File: src/rtl/bg_line_fetcher_if.sv
// Handshake and memory-port bundle for the background scanline fetcher.
// Master is the request/memory side; slave is the fetcher itself.
interface bg_line_fetcher_if;
   logic        line_start;
   logic [8:0]  line_num;
   logic        busy;
   logic        line_done;
   logic [8:0]  tb_addr;
   logic        tb_rw;
   logic [31:0] tb_read_data;
   logic [10:0] gfx_addr;
   logic        gfx_rw;
   logic [31:0] gfx_read_data;
   logic        lb_we;
   logic [6:0]  lb_addr;
   logic [31:0] lb_data;

   modport master (
      output line_start, line_num, tb_read_data, gfx_read_data,
      input  busy, line_done, tb_addr, tb_rw, gfx_addr, gfx_rw, lb_we, lb_addr, lb_data
   );

   modport slave (
      input  line_start, line_num, tb_read_data, gfx_read_data,
      output busy, line_done, tb_addr, tb_rw, gfx_addr, gfx_rw, lb_we, lb_addr, lb_data
   );
endinterface

File: src/rtl/bg_line_fetcher.sv
// Background scanline fetcher: walks one tile row of the map, fetches 4 graphics
// words per tile, applies H/V flip and writes 80 packed words into the line buffer.
//
// state   | meaning
// S_IDLE  | waiting for an accepted line_start
// S_TILE  | tile buffer address for current column on the bus
// S_LATCH | map entry arriving; capture tile id / flips, issue first gfx word
// S_GFX   | gfx words 0..3 of the current tile issued, one per cycle
// S_DRAIN | last tile's writes still in the pipeline
module bg_line_fetcher #(
   parameter int TILES_PER_ROW = 20,
   parameter int VISIBLE_LINES = 480,
   parameter int HFLIP_BIT     = 4,
   parameter int VFLIP_BIT     = 5
) (
   input logic            clk,
   input logic            reset,
   bg_line_fetcher_if.slave bus
);

   localparam logic [8:0] LINE_LIMIT = 9'(VISIBLE_LINES);
   localparam logic [4:0] LAST_COL   = 5'(TILES_PER_ROW - 1);

   typedef enum logic [2:0] {S_IDLE, S_TILE, S_LATCH, S_GFX, S_DRAIN} state_t;

   state_t      state_q;
   logic        busy_q;
   logic        done_q;
   logic [8:0]  tb_addr_q;
   logic [10:0] gfx_addr_q;
   logic [4:0]  line_lo_q;
   logic [4:0]  col_q;
   logic [3:0]  tile_q;
   logic        hflip_q;
   logic [4:0]  trow_q;
   logic        drain_cnt_q;

   logic        p1_vld_q;
   logic [4:0]  p1_col_q;
   logic [1:0]  p1_w_q;
   logic        p1_hflip_q;

   logic        lb_we_q;
   logic [6:0]  lb_addr_q;
   logic [31:0] lb_data_q;

   logic [8:0]  row_base_d;
   logic [4:0]  trow_d;
   logic [6:0]  lb_addr_d;
   logic [31:0] lb_data_d;
   logic [31:0] rev_word;
   logic        unused_map;

   always_comb begin
      row_base_d = 9'(bus.line_num[8:5]) * 9'(TILES_PER_ROW);
      trow_d     = bus.tb_read_data[VFLIP_BIT] ? ~line_lo_q : line_lo_q;
      lb_addr_d  = {p1_col_q, (p1_hflip_q ? ~p1_w_q : p1_w_q)};
      rev_word   = '0;
      for (int p = 0; p < 8; p++) begin
         rev_word[4*p +: 4] = bus.gfx_read_data[4*(7-p) +: 4];
      end
      lb_data_d  = p1_hflip_q ? rev_word : bus.gfx_read_data;
   end

   // Only the tile id and flip bits of a map entry carry meaning.
   assign unused_map = ^bus.tb_read_data;

   always_ff @(posedge clk or negedge reset) begin
      if (!reset) begin
         state_q     <= S_IDLE;
         busy_q      <= 1'b0;
         done_q      <= 1'b0;
         tb_addr_q   <= '0;
         gfx_addr_q  <= '0;
         line_lo_q   <= '0;
         col_q       <= '0;
         tile_q      <= '0;
         hflip_q     <= 1'b0;
         trow_q      <= '0;
         drain_cnt_q <= 1'b0;
         p1_vld_q    <= 1'b0;
         p1_col_q    <= '0;
         p1_w_q      <= '0;
         p1_hflip_q  <= 1'b0;
         lb_we_q     <= 1'b0;
         lb_addr_q   <= '0;
         lb_data_q   <= '0;
      end else begin
         done_q     <= 1'b0;
         // Gfx data returns one cycle after issue and is written the cycle after that.
         p1_vld_q   <= (state_q == S_GFX);
         p1_col_q   <= col_q;
         p1_w_q     <= gfx_addr_q[1:0];
         p1_hflip_q <= hflip_q;
         lb_we_q    <= p1_vld_q;
         if (p1_vld_q) begin
            lb_addr_q <= lb_addr_d;
            lb_data_q <= lb_data_d;
         end

         case (state_q)
            S_IDLE: begin
               if (bus.line_start && (bus.line_num < LINE_LIMIT)) begin
                  state_q   <= S_TILE;
                  busy_q    <= 1'b1;
                  line_lo_q <= bus.line_num[4:0];
                  tb_addr_q <= row_base_d;
                  col_q     <= '0;
               end
            end
            S_TILE: begin
               state_q <= S_LATCH;
            end
            S_LATCH: begin
               tile_q     <= bus.tb_read_data[3:0];
               hflip_q    <= bus.tb_read_data[HFLIP_BIT];
               trow_q     <= trow_d;
               gfx_addr_q <= {bus.tb_read_data[3:0], trow_d, 2'd0};
               state_q    <= S_GFX;
            end
            S_GFX: begin
               if (gfx_addr_q[1:0] == 2'd3) begin
                  if (col_q == LAST_COL) begin
                     state_q     <= S_DRAIN;
                     drain_cnt_q <= 1'b1;
                  end else begin
                     col_q     <= col_q + 5'd1;
                     tb_addr_q <= tb_addr_q + 9'd1;
                     state_q   <= S_TILE;
                  end
               end else begin
                  gfx_addr_q <= {tile_q, trow_q, gfx_addr_q[1:0] + 2'd1};
               end
            end
            S_DRAIN: begin
               if (drain_cnt_q == 1'b0) begin
                  state_q <= S_IDLE;
                  busy_q  <= 1'b0;
                  done_q  <= 1'b1;
               end else begin
                  drain_cnt_q <= 1'b0;
               end
            end
            default: state_q <= S_IDLE;
         endcase
      end
   end

   assign bus.busy      = busy_q;
   assign bus.line_done = done_q;
   assign bus.tb_addr   = tb_addr_q;
   assign bus.tb_rw     = 1'b0;
   assign bus.gfx_addr  = gfx_addr_q;
   assign bus.gfx_rw    = 1'b0;
   assign bus.lb_we     = lb_we_q;
   assign bus.lb_addr   = lb_addr_q;
   assign bus.lb_data   = lb_data_q;

endmodule
File: src/flat_wrapper.sv
// flat-port wrapper written by rule: the top's interface ports become plain ports
module bg_line_fetcher_flat 
#(
   parameter int TILES_PER_ROW = 20,
   parameter int VISIBLE_LINES = 480,
   parameter int HFLIP_BIT     = 4,
   parameter int VFLIP_BIT     = 5
)
  (clk, reset, bus_line_start, bus_line_num, bus_tb_read_data, bus_gfx_read_data, bus_busy, bus_line_done, bus_tb_addr, bus_tb_rw, bus_gfx_addr, bus_gfx_rw, bus_lb_we, bus_lb_addr, bus_lb_data);
  bg_line_fetcher_if bus_i ();
  input logic clk;
  input logic reset;
  input wire logic [$bits(bus_i.line_start)-1:0] bus_line_start;
  input wire logic [$bits(bus_i.line_num)-1:0] bus_line_num;
  input wire logic [$bits(bus_i.tb_read_data)-1:0] bus_tb_read_data;
  input wire logic [$bits(bus_i.gfx_read_data)-1:0] bus_gfx_read_data;
  output wire logic [$bits(bus_i.busy)-1:0] bus_busy;
  output wire logic [$bits(bus_i.line_done)-1:0] bus_line_done;
  output wire logic [$bits(bus_i.tb_addr)-1:0] bus_tb_addr;
  output wire logic [$bits(bus_i.tb_rw)-1:0] bus_tb_rw;
  output wire logic [$bits(bus_i.gfx_addr)-1:0] bus_gfx_addr;
  output wire logic [$bits(bus_i.gfx_rw)-1:0] bus_gfx_rw;
  output wire logic [$bits(bus_i.lb_we)-1:0] bus_lb_we;
  output wire logic [$bits(bus_i.lb_addr)-1:0] bus_lb_addr;
  output wire logic [$bits(bus_i.lb_data)-1:0] bus_lb_data;
  assign bus_i.line_start = bus_line_start;
  assign bus_i.line_num = bus_line_num;
  assign bus_i.tb_read_data = bus_tb_read_data;
  assign bus_i.gfx_read_data = bus_gfx_read_data;
  assign bus_busy = bus_i.busy;
  assign bus_line_done = bus_i.line_done;
  assign bus_tb_addr = bus_i.tb_addr;
  assign bus_tb_rw = bus_i.tb_rw;
  assign bus_gfx_addr = bus_i.gfx_addr;
  assign bus_gfx_rw = bus_i.gfx_rw;
  assign bus_lb_we = bus_i.lb_we;
  assign bus_lb_addr = bus_i.lb_addr;
  assign bus_lb_data = bus_i.lb_data;
  bg_line_fetcher #(.TILES_PER_ROW(TILES_PER_ROW), .VISIBLE_LINES(VISIBLE_LINES), .HFLIP_BIT(HFLIP_BIT), .VFLIP_BIT(VFLIP_BIT)) u_core (.clk(clk), .reset(reset), .bus(bus_i));
endmodule
File: config.mk
export PLATFORM = sky130hd
export DESIGN_NAME = bg_line_fetcher_flat
export DESIGN_NICKNAME = d
export VERILOG_FILES = /design/src/rtl/bg_line_fetcher_if.sv /design/src/rtl/bg_line_fetcher.sv /design/src/flat_wrapper.sv
export SDC_FILE = /design/constraint.sdc
export NUM_CORES = 1
export LEC_CHECK = 0
export ABC_CLOCK_PERIOD_IN_PS = 2110
export BUFFER_PORTS_ARGS = -buffer_cell sky130_fd_sc_hd__buf_2
export CORE_AREA = 3 3 116 118
export CTS_CLUSTER_SIZE = 40
export DETAILED_ROUTE_END_ITERATION = 6
export DIE_AREA = 0 0 119 121
export GPL_ROUTABILITY_DRIVEN = 0
export PLACE_DENSITY = 0.6
export SETUP_SLACK_MARGIN = 0.1
export SLEW_MARGIN = 20
export SYNTH_ARGS = -nofsm -noshare
export SYNTH_HDL_FRONTEND = slang
export SYNTH_SLANG_ARGS = --single-unit
File: constraint.sdc
create_clock -name clk -period 2.11 [get_ports clk]
set_input_delay 0.211 -clock clk [delete_from_list [all_inputs] [get_ports clk]]
set_output_delay 0.211 -clock clk [all_outputs]
set_load 0.02 [all_outputs]
==> Word level (Yosys, flattened, before mapping) <==
Cells that the tools add are included.
{ "op_classes": {"addsub": 3, "mul": 1, "order_cmp": 1, "n_eq_ne": 12, "n_mux": 26, "n_bitwise": 2, "n_reduce_logical": 12} }
{ "ops": {"columns": ["cell", "count"], "rows": [
  ["$mux W32", 1],
  ["$mux W9", 3],
  ["$pmux W11 S2", 1],
  ["$mux W5", 4],
  ["$pmux W9 S2", 1],
  ["$pmux W3 S5", 1],
  ["$mux W3", 4],
  ["$mux W11", 1],
  ["$ne A2 B2 Y1 const B", 5],
  ["$pmux W5 S2", 1],
  ["$add A9 B1 Y9 const B", 1],
  ["$lt A9 B9 Y1 const B", 1],
  ["$reduce_and A3 Y1", 3],
  ["$reduce_bool A2 Y1", 4],
  ["$mul A4 B3 Y7 const B", 1],
  ["$eq A3 B2 Y1 const B", 2],
  ["$mux W1", 6],
  ["$add A5 B1 Y5 const B", 1],
  ["$eq A5 B5 Y1 const B", 1],
  ["$not A5 Y5", 1],
  ["$pmux W1 S2", 2],
  ["$reduce_and A2 Y1", 2],
  ["$reduce_and A4 Y1", 1],
  ["$eq A3 B1 Y1 const B", 1],
  ["other kinds (8)", 8]
]} }
{ "totals": {"register_bits": 95, "input_bits": 76, "out_inout_bits": 64, "elab_cells": 75} }

==> Logic depth before layout (Yosys ltp) <==
{ "logic_depth": {"ltp_word": 4, "mapped_depth": 8} }

==> Worst setup path before layout <==
No wires, ideal clock.
{ "synth_path": {"path_type": "reg-to-reg", "from": "register u_core.gfx_addr_q[1] (netlist: u_core.bus.gfx_addr[1])", "to": "register u_core.tb_addr_q[8] (netlist: u_core.bus.tb_addr[8])", "arrival_time_ns": 1.686, "slack_ns": 0.303, "stages_incl_launch_ff": 6, "path_buffers": 0, "period_less_slack_ns": 1.807, "path_cell_list": "dfrtp_1 ha_1 and3_1 nand2_1 a221o_1 a22o_1"} }
{ "synth_between": {"elab_chain_len": 3} }
{ "synth_lines": {"columns": ["item", "line", "rtl"], "rows": [
  ["start, declared", "bg_line_fetcher.sv:30", "logic [10:0] gfx_addr_q;"],
  ["start signal, assigned", "bg_line_fetcher.sv:118", "gfx_addr_q <= {bus.tb_read_data[3:0], trow_d, 2'd0};"],
  ["start signal, assigned", "bg_line_fetcher.sv:132", "gfx_addr_q <= {tile_q, trow_q, gfx_addr_q[1:0] + 2'd1};"],
  ["$eq A2 B2 Y1", "bg_line_fetcher.sv:122", "if (gfx_addr_q[1:0] == 2'd3) begin"],
  ["$ne A2 B2 Y1 (no source line)", null, null],
  ["$reduce_and A4 Y1 (no source line)", null, null],
  ["end signal, assigned", "bg_line_fetcher.sv:107", "tb_addr_q <= row_base_d;"],
  ["end signal, assigned", "bg_line_fetcher.sv:128", "tb_addr_q <= tb_addr_q + 9'd1;"],
  ["end, declared", "bg_line_fetcher.sv:29", "logic [8:0] tb_addr_q;"]
]} }
No other way between the ends.
A chain may end at the register's enable or synchronous reset.

==> Worst setup path after layout <==
{ "layout_path": {"from": "register u_core.col_q[0]", "to": "register u_core.tb_addr_q[5] (netlist: u_core.bus.tb_addr[5])"} }
{ "layout_between": {"elab_chain_len": 3} }
{ "layout_lines": {"columns": ["item", "line", "rtl"], "rows": [
  ["start, declared", "bg_line_fetcher.sv:32", "logic [4:0] col_q;"],
  ["start signal, assigned", "bg_line_fetcher.sv:127", "col_q <= col_q + 5'd1;"],
  ["$eq A5 B5 Y1", "bg_line_fetcher.sv:123", "if (col_q == LAST_COL) begin"],
  ["$ne A2 B2 Y1 (no source line)", null, null],
  ["$reduce_and A4 Y1 (no source line)", null, null]
]} }
No other way between the ends.

==> tab_implementation.tex <==
\begin{tabular}{lr}
\hline
Metric & Value \\
\hline
\multicolumn{2}{l}{\textbf{Run status}} \\
Outcome & completed \\
\multicolumn{2}{l}{\textbf{Layout}} \\
Proportion of layout cells with a drive suffix above 1 & 0.3198 \\
Layout net count & 595 \\
Commonest cells after routing, fill and taps aside & sky130\_fd\_sc\_hd\_\_buf\_2, sky130\_fd\_sc\_hd\_\_dfrtp\_1, sky130\_fd\_sc\_hd\_\_nor2\_1 \\
Reg area & $\sim$0.0024 mm\^{}2 \\
Layout area overhead & 25.84\% \\
Fillers & roughly 1200 \\
Area of the multi-input gates & 0.001788 mm\^{}2 \\
Most common library cell in the layout ignoring fill and taps & sky130\_fd\_sc\_hd\_\_buf\_2 \\
Count of antenna diodes in the layout & 0 \\
\multicolumn{2}{l}{\textbf{Route}} \\
DRC errors left & 0 \\
WL per Instance & 14.02 um \\
Met3 WL post-DR & 670 um \\
Post-route antenna net violation count & 0 \\
Number of optimization iterations in the first detailed-route pass & 4 \\
Met1 layer wirelength in the final routing & approximately 4.5 mm \\
Via count of the routed design & between 3000 and 4000 \\
Via density & between 4 and 5 \\
Initial DRC count & approximately 250 \\
Final routed wirelength across all metal layers & between 9 and 10 mm \\
Met2 WL post-DR & around 4.4 mm \\
Highest routing layer actually used & met4 \\
\multicolumn{2}{l}{\textbf{Synth}} \\
Part of the Yosys area used for sequential elements & 0.5504 \\
Warning count from the yosys run & 0 \\
Post-synthesis cell count & 400 \\
Flip-flop cell with the highest count after synthesis & sky130\_fd\_sc\_hd\_\_dfrtp\_1 \\
Post-synth EDFFs & 0 \\
Xor and xnor fraction of the mapped netlist area & 0.01825 \\
Basic-gate share of the synthesized area counting and, or, nand and nor cells & 0.1179 \\
Post-synthesis instance area & between 0.004 and 0.005 mm\^{}2 \\
Syn\_area\_per\_cell & 10.80 um\^{}2 \\
Main combinational cell family by area after synthesis & compound AO/OA/AOI/OAI gates \\
Adder-cell share of the synthesized area & 0.02491 \\
Multiplexer fraction of the synthesized cell area & 0.1179 \\
Share of synthesized flip-flops with an asynchronous set or reset & 1.000 \\
Seq cells post-synth & 95 \\
Synth unique cells & between 40 and 50 \\
Complex-gate fraction of the synthesized area & 0.1333 \\
\multicolumn{2}{l}{\textbf{STA}} \\
Final period demand of the worst path & 1.861 ns \\
Worst slew margin & 0.6012 \\
Highest clock rate & approximately 540 MHz \\
Setup\_tns & 0 ns \\
Total count of hold-check failures in the final report & 0 \\
Count of final setup violators & 0 \\
Worst-margin pin slew & approximately 0.6 ns \\
Max Slew Vio Count & 0 \\
Worst Clk Skew & around 0.0056 ns \\
Final Hold Slack & between 0.1 and 0.15 ns \\
Setup repair after global routing missed its margin & false \\
Final Cycle Share & 0.8820 \\
\multicolumn{2}{l}{\textbf{Clock network}} \\
Total clock sinks & 95 \\
Clock slew seen by the registers of the worst setup and hold paths & roughly 0.070 ns \\
Clock buffer count from CTS & 9 \\
CTS tree & done \\
Number of H-tree levels & 3 \\
Library cell used as clock root buffer & sky130\_fd\_sc\_hd\_\_clkbuf\_16 \\
Insertion delay to the later sink of the worst-skew pair & about 0.34 ns \\
Post-CTS Repair Setup Buffers & 0 \\
Cts repair resizes & 0 \\
Deepest clock path buffer count & 2 \\
\multicolumn{2}{l}{\textbf{Setup path}} \\
Cells traversed along the worst timing path & ha\_1, nand4bb\_1, nand2\_1, a21o\_1, a211o\_1 \\
R2R cell count & 5 \\
Category of the most critical setup path & flip-flop to flip-flop \\
Required time of the critical path & $\sim$2.3 ns \\
Kind of capture point of the worst setup path & flip-flop \\
Slowest cell on the critical path & sky130\_fd\_sc\_hd\_\_dfrtp\_1 \\
Largest fanout of any net on the critical path & 10 \\
Crit path largest cell delay & roughly 0.42 ns \\
Data arrival at the endpoint of the critical path & 2.08 ns \\
Kind of start point of the critical path & flip-flop \\
\multicolumn{2}{l}{\textbf{Die}} \\
I/O pins & 140 \\
Die outline width & 119 um \\
Core box area & 0.01257 mm\^{}2 \\
Number of placement rows & 41 \\
Die height & 121 um \\
Starting density of the core & 0.3437 \\
Area of the die & about 0.014 mm\^{}2 \\
\multicolumn{2}{l}{\textbf{GRT}} \\
GRT Overall Usage & 0.1399 \\
Number of global-route vias before repair & 3356 \\
Wire length of the first global-routing pass & 16.62 mm \\
Largest net degree at the start of global routing & between 50 and 60 \\
Number of antenna violations at the first check in global routing & 0 \\
Overall overflow remaining after global route & 0 \\
\multicolumn{2}{l}{\textbf{Worst hold path}} \\
Worst hold stages & 2 \\
Hold crit path type & primary input to flip-flop \\
\multicolumn{2}{l}{\textbf{Place}} \\
Port Buf Inserts & between 100 and 150 \\
Placed wire-length estimate after detailed placement & between 7 and 8 mm \\
\multicolumn{2}{l}{\textbf{Pwr}} \\
Worst-case vdd ir drop & about 0.34 mV \\
PwrDens & between 700 and 800 mW/mm\^{}2 \\
Static leakage & 2.586 nW \\
Design Power & roughly 0.0041 W \\
\multicolumn{2}{l}{\textbf{Flow run}} \\
Number of maximum-capacitance violations & 0 \\
\hline
\end{tabular}
## kinds of logic after synthesis
group	count (synthesis)
other	1
xor gates and xnor gates	9
adders and majority gates	8
AOI/OAI and AO/OA	96
DFF	95
muxes	49
buffers and inverters	33
and+or+nand+nor	109
## worst max-delay path, delay by kind of cell (launching register included)
kind                     cells  cell delay [ns]
AND/OR/NAND/NOR              2             0.40
flip-flops                   1             0.42
adder cells (fa/ha/maj)      1             0.26
AO/OA/AOI/OAI                2             0.66
## final cells by class
cell class / instances / area share
inverter: 6 / 0.004144
timing repair buffer: 126 / 0.1285
tap: 172 / 0.03959
sequential: 95 / 0.4378
clock inverter: 6 / 0.01703
multi-input combinational: 273 / 0.3290
clock buffer: 10 / 0.04397
## power breakdown
part / internal [W] / switching, W / total [W] / leakage (nW)
registers: 0.00189 / 0.0000354 / 0.00192 / 1.10
logic: 0.000159 / 0.000243 / 0.000402 / 1.33
clock network: 0.00108 / 0.000685 / 0.00176 / 0.155
total: 0.00312 / 0.000963 / 0.00409 / 2.59
## routing by layer
layer	vias up	GRT usage
met2	110	0.2148
met5	-	0
li1	1632	-
met3	10	0.04196
met4	0	0.04417
met1	1660	0.1902
## through the flow
stage	instances	utilization	setup slack (ns)	instance area, um^2
3_3_place_gp	671	0.4053	0.3050	5094
3_5_place_dp	671	0.4053	0.2410	5094
4_1_cts	688	0.4325	0.2429	5435
5_1_grt	688	0.4325	0.1057	5435
2_1_floorplan	401	-	0.3027	4323
6_report	688	0.4325	0.2489	5435
## timing repair
item,4_1_cts,5_1_grt
hold buffers,1,0
endpoints found under the setup margin,0,0
hold endpoints to repair,17,0
## state kept, by name (all words and copies together) (netlist names), 2 cells and up
name and flops:
u_core.p1_w_q 2, u_core.col_q 5, u_core.bus.gfx_addr 11, u_core.line_lo_q 5, u_core.bus.lb_data 32, u_core.state_q 3
u_core.trow_q 5, u_core.p1_col_q 5, u_core.tile_q 4, u_core.bus.lb_addr 7, u_core.bus.tb_addr 9
## synth_stat cells (2+ instances only)
cell type | count | area share
sky130_fd_sc_hd__a221o_1 | 2 | 0.0046
sky130_fd_sc_hd__nand4_1 | 4 | 0.0058
sky130_fd_sc_hd__nor3_1 | 2 | 0.0023
sky130_fd_sc_hd__xnor2_1 | 9 | 0.018
sky130_fd_sc_hd__o21ai_0 | 16 | 0.019
sky130_fd_sc_hd__a21oi_1 | 51 | 0.059
sky130_fd_sc_hd__nor2_1 | 53 | 0.046
sky130_fd_sc_hd__clkbuf_1 | 14 | 0.012
sky130_fd_sc_hd__a22o_1 | 5 | 0.010
sky130_fd_sc_hd__and3_1 | 3 | 0.0043
sky130_fd_sc_hd__a31oi_1 | 5 | 0.0072
sky130_fd_sc_hd__dfrtp_1 | 95 | 0.55
sky130_fd_sc_hd__buf_2 | 6 | 0.0070
sky130_fd_sc_hd__buf_4 | 5 | 0.0087
sky130_fd_sc_hd__nand3_1 | 9 | 0.010
sky130_fd_sc_hd__a2bb2oi_1 | 3 | 0.0061
sky130_fd_sc_hd__mux2_2 | 15 | 0.039
sky130_fd_sc_hd__a211oi_1 | 2 | 0.0035
sky130_fd_sc_hd__nand2_1 | 25 | 0.022
sky130_fd_sc_hd__nand3b_1 | 2 | 0.0035
sky130_fd_sc_hd__nand2b_1 | 2 | 0.0029
sky130_fd_sc_hd__inv_1 | 6 | 0.0052
sky130_fd_sc_hd__mux2i_1 | 34 | 0.079
sky130_fd_sc_hd__a211o_1 | 2 | 0.0041
sky130_fd_sc_hd__ha_1 | 7 | 0.020
sky130_fd_sc_hd__a221oi_1 | 2 | 0.0041
sky130_fd_sc_hd__a21o_1 | 3 | 0.0052
sky130_fd_sc_hd__o22ai_1 | 2 | 0.0029
## path summary, 6_finish.rpt
| kind | from | to | slack [ns] |
|---|---|---|---|
| worst max-delay path | u_core.col_q[0] | u_core.bus.tb_addr[5] | 0.25 |
| worst min-delay path | bus_line_num[4] | u_core.line_lo_q[4] | 0.10 |
| worst max register to register | u_core.col_q[0] | u_core.bus.tb_addr[5] | 0.25 |
| worst min register to register | u_core.hflip_q | u_core.p1_hflip_q | 0.38 |
| max in group asynchronous | reset | u_core.bus.lb_data[26] | 1.22 |
| min in group asynchronous | reset | u_core.bus.lb_data[0] | 0.30 |
Note: power is estimated with default switching activity, not from simulation.
